**src/rtl/ps2_key_ctrl_if.sv**
```systemverilog
// Scan-code FIFO link between the PS/2 receiver FIFO and the key controller.
//
// Handshake: kb_ready is the FIFO's "valid" (non-empty) and kb_data is its head
// byte, stable while kb_ready=1. The consumer takes a byte by driving kb_rdn low
// for exactly one clk cycle; the FIFO pops on the rising edge that ends that
// cycle and presents its new head (and kb_ready) from the following cycle on.
// kb_overflow is a level flag from the FIFO meaning bytes were lost.
interface ps2_key_ctrl_if;
   logic       kb_ready;
   logic [7:0] kb_data;
   logic       kb_overflow;
   logic       kb_rdn;

   // FIFO side
   modport master (output kb_ready, output kb_data, output kb_overflow, input kb_rdn);
   // key controller side
   modport slave  (input kb_ready, input kb_data, input kb_overflow, output kb_rdn);
endinterface

```
**src/rtl/ps2_key_ctrl.sv**
```systemverilog
// ps2_key_ctrl: pops Set-2 scan codes from the PS/2 FIFO, tracks E0/F0/E1 prefix
// state and keeps held/released state for both tank players' control keys.
// One byte costs three cycles: IDLE (latch head), POP (strobe), PARSE (decode).
module ps2_key_ctrl #(
   parameter int TIMEOUT_CYCLES = 1000000,
   parameter int PAUSE_SKIP     = 7
) (
   input  logic          clk,
   input  logic          rst,
   ps2_key_ctrl_if.slave kb,
   output logic [4:0]    p1_keys,
   output logic [4:0]    p2_keys,
   output logic          p1_fire_pulse,
   output logic          p2_fire_pulse,
   output logic          key_valid,
   output logic [8:0]    key_code,
   output logic          key_break,
   output logic          ovf_pulse,
   output logic [1:0]    fsm_state
);

   localparam int TW = (TIMEOUT_CYCLES > 1) ? $clog2(TIMEOUT_CYCLES) : 1;
   localparam int SW = (PAUSE_SKIP > 0) ? $clog2(PAUSE_SKIP + 1) : 1;
   localparam logic [TW-1:0] T_LAST    = TW'(TIMEOUT_CYCLES - 1);
   localparam logic [SW-1:0] SKIP_LOAD = SW'(PAUSE_SKIP);

   typedef enum logic [1:0] {
      S_IDLE  = 2'd0,
      S_POP   = 2'd1,
      S_PARSE = 2'd2
   } state_t;

   state_t        state_q, state_d;
   logic [7:0]    byte_q, byte_d;
   logic          ext_q, ext_d;
   logic          brk_q, brk_d;
   logic [SW-1:0] skip_q, skip_d;
   logic [TW-1:0] tcnt_q, tcnt_d;
   logic [4:0]    p1_d, p2_d;
   logic          rdn_d;
   logic          kv_d;
   logic [8:0]    code_d;
   logic          kbrk_d;
   logic          p1f_d, p2f_d;
   logic          ovf_d;
   logic          make_w;

   assign fsm_state = state_q;
   assign make_w    = ~brk_q;

   // Next-state, prefix tracking, key-bit update and output pulse generation.
   always_comb begin
      state_d = state_q;
      byte_d  = byte_q;
      ext_d   = ext_q;
      brk_d   = brk_q;
      skip_d  = skip_q;
      tcnt_d  = tcnt_q;
      p1_d    = p1_keys;
      p2_d    = p2_keys;
      rdn_d   = 1'b1;
      kv_d    = 1'b0;
      code_d  = key_code;
      kbrk_d  = key_break;
      p1f_d   = 1'b0;
      p2f_d   = 1'b0;
      ovf_d   = 1'b0;

      case (state_q)
         S_IDLE: begin
            // A prefix waiting on an empty FIFO is abandoned after the timeout.
            if ((ext_q || brk_q) && !kb.kb_ready) begin
               if (tcnt_q == T_LAST) begin
                  ext_d  = 1'b0;
                  brk_d  = 1'b0;
                  tcnt_d = '0;
               end else begin
                  tcnt_d = tcnt_q + TW'(1);
               end
            end
            // Lost bytes may include break codes, so release everything.
            if (kb.kb_overflow) begin
               p1_d   = '0;
               p2_d   = '0;
               ext_d  = 1'b0;
               brk_d  = 1'b0;
               skip_d = '0;
               tcnt_d = '0;
               ovf_d  = 1'b1;
            end
            if (kb.kb_ready) begin
               byte_d  = kb.kb_data;
               tcnt_d  = '0;
               rdn_d   = 1'b0;
               state_d = S_POP;
            end
         end

         S_POP: begin
            state_d = S_PARSE;
         end

         S_PARSE: begin
            state_d = S_IDLE;
            if (skip_q != '0) begin
               skip_d = skip_q - SW'(1);
            end else if (byte_q == 8'hE1) begin
               skip_d = SKIP_LOAD;
               ext_d  = 1'b0;
               brk_d  = 1'b0;
            end else if (byte_q == 8'hE0) begin
               ext_d = 1'b1;
            end else if (byte_q == 8'hF0) begin
               brk_d = 1'b1;
            end else if (byte_q inside {8'h00, 8'hAA, 8'hEE, 8'hFA,
                                        8'hFC, 8'hFD, 8'hFE, 8'hFF}) begin
               // Keyboard status/ack bytes: not key events, and they end any prefix.
               ext_d = 1'b0;
               brk_d = 1'b0;
            end else begin
               kv_d   = 1'b1;
               code_d = {ext_q, byte_q};
               kbrk_d = brk_q;
               ext_d  = 1'b0;
               brk_d  = 1'b0;
               if (!ext_q) begin
                  case (byte_q)
                     8'h1D: p1_d[0] = make_w;
                     8'h1B: p1_d[1] = make_w;
                     8'h1C: p1_d[2] = make_w;
                     8'h23: p1_d[3] = make_w;
                     8'h29: begin
                        p1_d[4] = make_w;
                        p1f_d   = make_w & ~p1_keys[4];
                     end
                     8'h5A: begin
                        p2_d[4] = make_w;
                        p2f_d   = make_w & ~p2_keys[4];
                     end
                     default: ;
                  endcase
               end else begin
                  case (byte_q)
                     8'h75: p2_d[0] = make_w;
                     8'h72: p2_d[1] = make_w;
                     8'h6B: p2_d[2] = make_w;
                     8'h74: p2_d[3] = make_w;
                     8'h5A: begin
                        p2_d[4] = make_w;
                        p2f_d   = make_w & ~p2_keys[4];
                     end
                     default: ;
                  endcase
               end
            end
         end

         default: begin
            state_d = S_IDLE;
         end
      endcase
   end

   // State and output registers; reset wins over everything, including a pop in flight.
   always_ff @(posedge clk) begin
      if (rst) begin
         state_q       <= S_IDLE;
         byte_q        <= '0;
         ext_q         <= 1'b0;
         brk_q         <= 1'b0;
         skip_q        <= '0;
         tcnt_q        <= '0;
         kb.kb_rdn     <= 1'b1;
         p1_keys       <= '0;
         p2_keys       <= '0;
         p1_fire_pulse <= 1'b0;
         p2_fire_pulse <= 1'b0;
         key_valid     <= 1'b0;
         key_code      <= '0;
         key_break     <= 1'b0;
         ovf_pulse     <= 1'b0;
      end else begin
         state_q       <= state_d;
         byte_q        <= byte_d;
         ext_q         <= ext_d;
         brk_q         <= brk_d;
         skip_q        <= skip_d;
         tcnt_q        <= tcnt_d;
         kb.kb_rdn     <= rdn_d;
         p1_keys       <= p1_d;
         p2_keys       <= p2_d;
         p1_fire_pulse <= p1f_d;
         p2_fire_pulse <= p2f_d;
         key_valid     <= kv_d;
         key_code      <= code_d;
         key_break     <= kbrk_d;
         ovf_pulse     <= ovf_d;
      end
   end

endmodule

```
**src/flat_wrapper.sv**
```systemverilog
// flat-port wrapper written by rule: the top's interface ports become plain ports
module ps2_key_ctrl_flat 
#(
   parameter int TIMEOUT_CYCLES = 1000000,
   parameter int PAUSE_SKIP     = 7
)
  (clk, rst, p1_keys, p2_keys, p1_fire_pulse, p2_fire_pulse, key_valid, key_code, key_break, ovf_pulse, fsm_state, kb_kb_ready, kb_kb_data, kb_kb_overflow, kb_kb_rdn);
  ps2_key_ctrl_if kb_i ();
  input  logic clk;
  input  logic rst;
  output logic [4:0] p1_keys;
  output logic [4:0] p2_keys;
  output logic p1_fire_pulse;
  output logic p2_fire_pulse;
  output logic key_valid;
  output logic [8:0] key_code;
  output logic key_break;
  output logic ovf_pulse;
  output logic [1:0] fsm_state;
  input wire logic [$bits(kb_i.kb_ready)-1:0] kb_kb_ready;
  input wire logic [$bits(kb_i.kb_data)-1:0] kb_kb_data;
  input wire logic [$bits(kb_i.kb_overflow)-1:0] kb_kb_overflow;
  output wire logic [$bits(kb_i.kb_rdn)-1:0] kb_kb_rdn;
  assign kb_i.kb_ready = kb_kb_ready;
  assign kb_i.kb_data = kb_kb_data;
  assign kb_i.kb_overflow = kb_kb_overflow;
  assign kb_kb_rdn = kb_i.kb_rdn;
  ps2_key_ctrl #(.TIMEOUT_CYCLES(TIMEOUT_CYCLES), .PAUSE_SKIP(PAUSE_SKIP)) u_core (.clk(clk), .rst(rst), .kb(kb_i), .p1_keys(p1_keys), .p2_keys(p2_keys), .p1_fire_pulse(p1_fire_pulse), .p2_fire_pulse(p2_fire_pulse), .key_valid(key_valid), .key_code(key_code), .key_break(key_break), .ovf_pulse(ovf_pulse), .fsm_state(fsm_state));
endmodule
```
**config.mk**
```make
export PLATFORM = sky130hd
export DESIGN_NAME = ps2_key_ctrl_flat
export DESIGN_NICKNAME = d
export VERILOG_FILES = /design/src/rtl/ps2_key_ctrl_if.sv /design/src/rtl/ps2_key_ctrl.sv /design/src/flat_wrapper.sv
export SDC_FILE = /design/constraint.sdc
export NUM_CORES = 1
export LEC_CHECK = 0
export BUFFER_PORTS_ARGS = -buffer_cell sky130_fd_sc_hd__buf_2
export CELL_PAD_IN_SITES_DETAIL_PLACEMENT = 0
export CELL_PAD_IN_SITES_GLOBAL_PLACEMENT = 2
export CORE_MARGIN = 5
export CORE_UTILIZATION = 34
export CTS_CLUSTER_DIAMETER = 30
export CTS_CLUSTER_SIZE = 28
export DETAILED_ROUTE_END_ITERATION = 10
export PLACE_DENSITY = 0.82
export SLEW_MARGIN = 25
export SYNTH_ARGS = -nofsm -noshare
export SYNTH_HDL_FRONTEND = slang
export SYNTH_SLANG_ARGS = --single-unit
export TNS_END_PERCENT = 20
```
**constraint.sdc**
```tcl
create_clock -name clk -period 2.5 [get_ports clk]
set_clock_uncertainty 0.2 [all_clocks]
set_input_delay 0.5 -clock clk [delete_from_list [all_inputs] [get_ports clk]]
set_output_delay 0.5 -clock clk [all_outputs]
set_load 0.03 [all_outputs]
```
* Word level (Yosys, flattened, before mapping)
Index checks and enable logic that the tools add are counted.
** Word-level totals
- Register bits :: 60
- Latch bits :: 0
- Bits in writable memories :: 0
- Memory bits (read-only) :: 0
- Input bits :: 12
- Output and inout port bits :: 27
- Word-level logic and storage cells :: 166
- Memories kept :: 0
** Operators by class
- Add/sub/neg operators :: 2
- Multipliers :: 0
- Divide/modulo/power cells :: 0
- Order comparisons :: 0
- Equal/unequal tests :: 47
- Shift-type cells :: 0
- Multiplexer cells :: 51
- Bitwise logic cells :: 14
- Reductions and logical operators :: 29
** Operators by type and width (number)
- 9-bit AND reduction :: 9
- 8-bit equality test (second input constant) :: 10
- 20-bit 2-to-1 mux :: 4
- 5-bit 2-to-1 mux :: 12
- 8-bit by 7-bit equality test with 1-bit output (second input constant) :: 5
- 2-bit != test (second input constant) :: 18
- 8-bit by 5-bit equality test with 1-bit output (second input constant) :: 3
- 1-bit 2-to-1 mux :: 24
- 20-bit by 1-bit adder with 20-bit output (second input constant) :: 1
- 20-bit equality test (second input constant) :: 1
- 5-bit case mux with 2 select lines :: 2
- 8-bit by 6-bit equality test with 1-bit output (second input constant) :: 2
- 1-bit inverter :: 12
- 5-bit AND reduction :: 2
- 3-bit 2-to-1 mux :: 3
- 3-bit by 2-bit != test with 1-bit output (second input constant) :: 3
- 9-bit OR reduction :: 1
- 8-bit zero test :: 1
- 8-bit AND reduction :: 1
- 8-bit nonzero test :: 1
- 8-bit OR reduction :: 1
- 3-bit case mux with 2 select lines :: 1
- 6-bit AND reduction :: 1
- 3-bit nonzero test :: 2
- 20 further kinds :: 23

* Logic depth before layout (Yosys ltp)
- Depth after elaboration :: 9
- Gate-level depth with buffers :: 8
- Gate-level depth less buffers :: 7

* Worst setup path before layout
OpenSTA, ideal clock, no wires.
- Path kind :: register to register
- From :: register u_core.state_q[1] (netlist: u_core.fsm_state[1])
- To :: register u_core.p1_keys[1]
- Arrival time :: 1749 ps
- Slack :: 480 ps
- Cell stages (with the launch flop) :: 7
- Path buffers :: 1
- Cells stage by stage :: dfxtp_1 > buf_2 > o21bai_1 > a31oi_2 > nand4_1 > or3_1 > a21oi_1
** Between the ends
- Word-level cells in the longest chain between the ends :: 3
- Elaborated cells between the ends (all ways) :: 13
** Ends and longest elaborated chain
- start: declaration :: line ps2_key_ctrl.sv:33 : state_t state_q, state_d;
- start signal: assignment :: line ps2_key_ctrl.sv:183 : state_q <= state_d;
- 2-bit equality test or 2-bit zero test (tied branches) :: line ps2_key_ctrl.sv:69 : case (state_q)
- 2-bit != test (no line) or 2-bit nonzero test (tied branches)
- 9-bit AND reduction (no line)
- end signal: assignment :: line ps2_key_ctrl.sv:190 : p1_keys <= p1_d;
- end: declaration :: line ps2_key_ctrl.sv:11 : output logic [4:0] p1_keys,
Parallel ways exist; a longest one is shown, timed or not.
A chain may end at the register's enable or synchronous reset.

* Worst setup path after layout
- From :: register u_core.byte_q[1]
- To :: register u_core.p1_keys[1]
** Between the ends
- Word-level cells in the longest chain between the ends :: 4
- Elaborated cells between the ends (all ways) :: 19
** Ends and longest elaborated chain
- start: declaration :: line ps2_key_ctrl.sv:34 : logic [7:0] byte_q, byte_d;
- start signal: assignment :: line ps2_key_ctrl.sv:184 : byte_q <= byte_d;
- 8-bit equality test or 8-bit zero test (tied branches) :: line ps2_key_ctrl.sv:115 : end else if (byte_q inside {8'h00, 8'hAA, 8'hEE, 8'hFA,
- 8-bit nonzero test :: line ps2_key_ctrl.sv:115
- 2-bit != test (no line)
- 9-bit AND reduction (no line) (*)
Mark *: on every way between the ends. The rest lies on a longest branch, timed or not.

==> results.tsv <==
metric	value	unit
outcome	complete, no violations	
largest net degree at the start of global routing	30	
dpl ws	0.239	ns
Worst Hold Path Cells	3	
Power Dens Cells	583	nW/um2
Initial DRT Pass Iterations	4	
filler cell count	868	
relative slew slack	59.0	%
final hold slack	0.200	ns
Arr. time, crit path	2.27	ns
post-route insts no fill	483	
Iter 0 DRT Violations	81	
Top Ports	39	
Yosys top cell area share	41.4	%
TritonCTS clock tree	built	
drt via density	5.01	
Lkg Pwr	1.37	nW
CP required	2.57	ns
final wirelength	7050	um
post-synthesis sequential area ratio	41.4	%
share of cells above drive strength 1	19.6	%
initial antenna violation count	0	
Post-Syn Instances	336	
root buffer cell	clkbuf_8	
final worst slack	0.294	ns
CTS Buffer Depth	2	
met3 WL	228	um
core area	8260	um2
post-synthesis async set-or-reset flop share	0	%
Worst setup SP type	register	
Max FO, Critical Path	11	
total gr overflow	0	
Ant. Diodes	0	
Site Rows	33	
fin crit period	2.21	ns
Worst-Margin Slew	0.616	ns
antenna viol nets, final	0	
max-cap check violation count	0	
DRC	0	
TritonCTS buffer count	9	
depth of the CTS H-tree	3	
Fin Setup TNS	0	ns
Tightest Hold Check Type	in -> reg	
Setup crit start	u_core.byte_q[1]	
Peak VDD IR	361	uV
Die ar.	10500	um2
ys flop type	dfxtp_1	
metal2 WL	3310	um
Die X	102	um
Worst-path clk slew	0.07	ns
DP Wirelength	5100	um
Hold Crit Start	kb_kb_data[1]	
post-placement cell count	467	
vias in the first global route	2317	
RSZ-0062 raised after global routing	false	
final hold vios	0	
Initial Utilization	35.2	%
Routed WL per cell	14.6	um
R2R Setup Slk	0.29	ns
final setup violation count	0	
r2r startpoint	u_core.byte_q[1]	
post_cts resized	0	
gp weighted congestion	0.777	
Synth area leaders	dfxtp_1 41%, nor2_1 6.3%, mux2i_1 5.2%	
M1 wire length	3440	um
via count	2418	
topmost layer with routed signal wires	met4	
Synth area leader	dfxtp_1	
Reg2Reg Capture Point	u_core.p1_keys[1]	
Setup CP Type	reg -> reg	
cell area after synthesis	2900	um2
fin crit share	88.2	%
Yosys cell types	53	
P&R area growth vs syn	15.8	%
worst-skew pair later-pin latency	0.34	ns
total nets after synthesis	351	
Worst Hold Path EP	u_core.byte_q[1]	
EDFF count, synth	0	
hold buffer count at CTS	0	
fmax	453	MHz
Setup crit end kind	register	
#FFs+latches synth	60	
YS warnings	0	
max-slew violations	0	
first-pass GRT wire length	11500	um
r2r worst-path depth	5	
Die Height	102	um
clock net sink count	60	
GRT Resource Usage Total	14.0	%
syn_area_per_cell	8.64	um2
number of port buffers	38	
setup bufs post-CTS	0	
Layout Nets	388	
[state kept, by name, summed over array words and instances (netlist names)]
name	flops
u_core.kb.kb_rdn	1
u_core.skip_q	3
u_core.ext_q	1
u_core.tcnt_q	20
u_core.key_valid	1
u_core.key_break	1
u_core.byte_q	8
u_core.p2_keys	5
u_core.ovf_pulse	1
u_core.p1_fire_pulse	1
u_core.key_code	9
u_core.fsm_state	2
u_core.p1_keys	5
u_core.p2_fire_pulse	1
u_core.brk_q	1
[cells by family after synthesis]
group                    after synthesis  share of synthesized area, %
AO/OA/AOI/OAI                         50                          11.2
XOR/XNOR                              18                          5.43
adder cells (fa/ha/maj)                3                          1.29
buffers and inverters                 24                          3.62
flip-flops                            60                          41.4
multiplexers                          15                          5.17
AND/OR/NAND/NOR                      166                          31.9
[layout by cell type, fill, tap and decap left out, types with 8 or more instances in the layout]
cell,synthesis,layout
a21oi_1,19,19
buf_2,9,38
buf_4,1,8
clkbuf_8,0,9
dfxtp_1,60,60
mux2i_1,15,15
nand2_1,31,31
nand3_1,10,10
nand4_1,10,10
nor2_1,49,49
nor2b_1,9,9
xor2_1,11,11
[worst max path at each step]
stage	cells past startpoint	endpoint	slack (ns)
2_1_floorplan	6	u_core.p1_keys[1]	0.48
3_5_place_dp	5	u_core.tcnt_q[15]	0.24
4_1_cts	5	u_core.p1_keys[1]	0.33
3_3_place_gp	5	u_core.tcnt_q[19]	0.30
5_1_grt	5	u_core.p1_keys[1]	0.23
6_report	5	u_core.p1_keys[1]	0.29
[metal layers]
layer	up-vias	GRT usage (%)
met1	1125	18.0
li1	1259	-
met4	0	3.94
met5	-	0
met2	27	22.4
met3	7	4.64
[where the power goes]
group | switching [W] | internal, W
logic | 0.000127 | 0.0000764
clock network | 0.000392 | 0.000353
registers | 0.0000366 | 0.000977
total | 0.000555 | 0.00141
[synthesized netlist by cell type (all sizes together), types with 4 or more instances]
cell	instances
nand4	11
dfxtp	60
or3	5
and3	4
clkbuf	8
nor3b	5
o21ai	11
xor2	11
nor4	6
a31oi	7
nor3	8
nand2b	7
nand3	11
buf	12
inv	4
xnor2	7
a21oi	20
nor2	50
nand2	31
mux2i	15
nor2b	9
[through the flow]
stage	area [um2]	total power, W	utilization (%)
global placement	3200	0.00124	38.7
finish	3360	0.00196	40.7
floorplan	2900	0.00118	-
detailed placement	3200	0.00124	38.7
CTS	3360	0.00200	40.7
global route	3360	0.00206	40.7
[layout make-up]
cell class                 instances  area (um2)  share of cell area, %
clock buffer                       9         124                   3.68
clock inverter                     7        43.8                   1.30
inverter                           4        15.0                  0.446
multi-input combinational        252        1600                   47.5
sequential                        60        1200                   35.7
tap                              105         131                   3.91
timing repair buffer              46         250                   7.44
[worst max-delay path: stages (launching register included)]
cell	delay, ns
dfxtp_1	0.60
and4bb_1	0.32
a31oi_2	0.36
nand4_1	0.17
or3_1	0.34
a21oi_1	0.14
No activity file was read; power rests on OpenSTA's default activity.
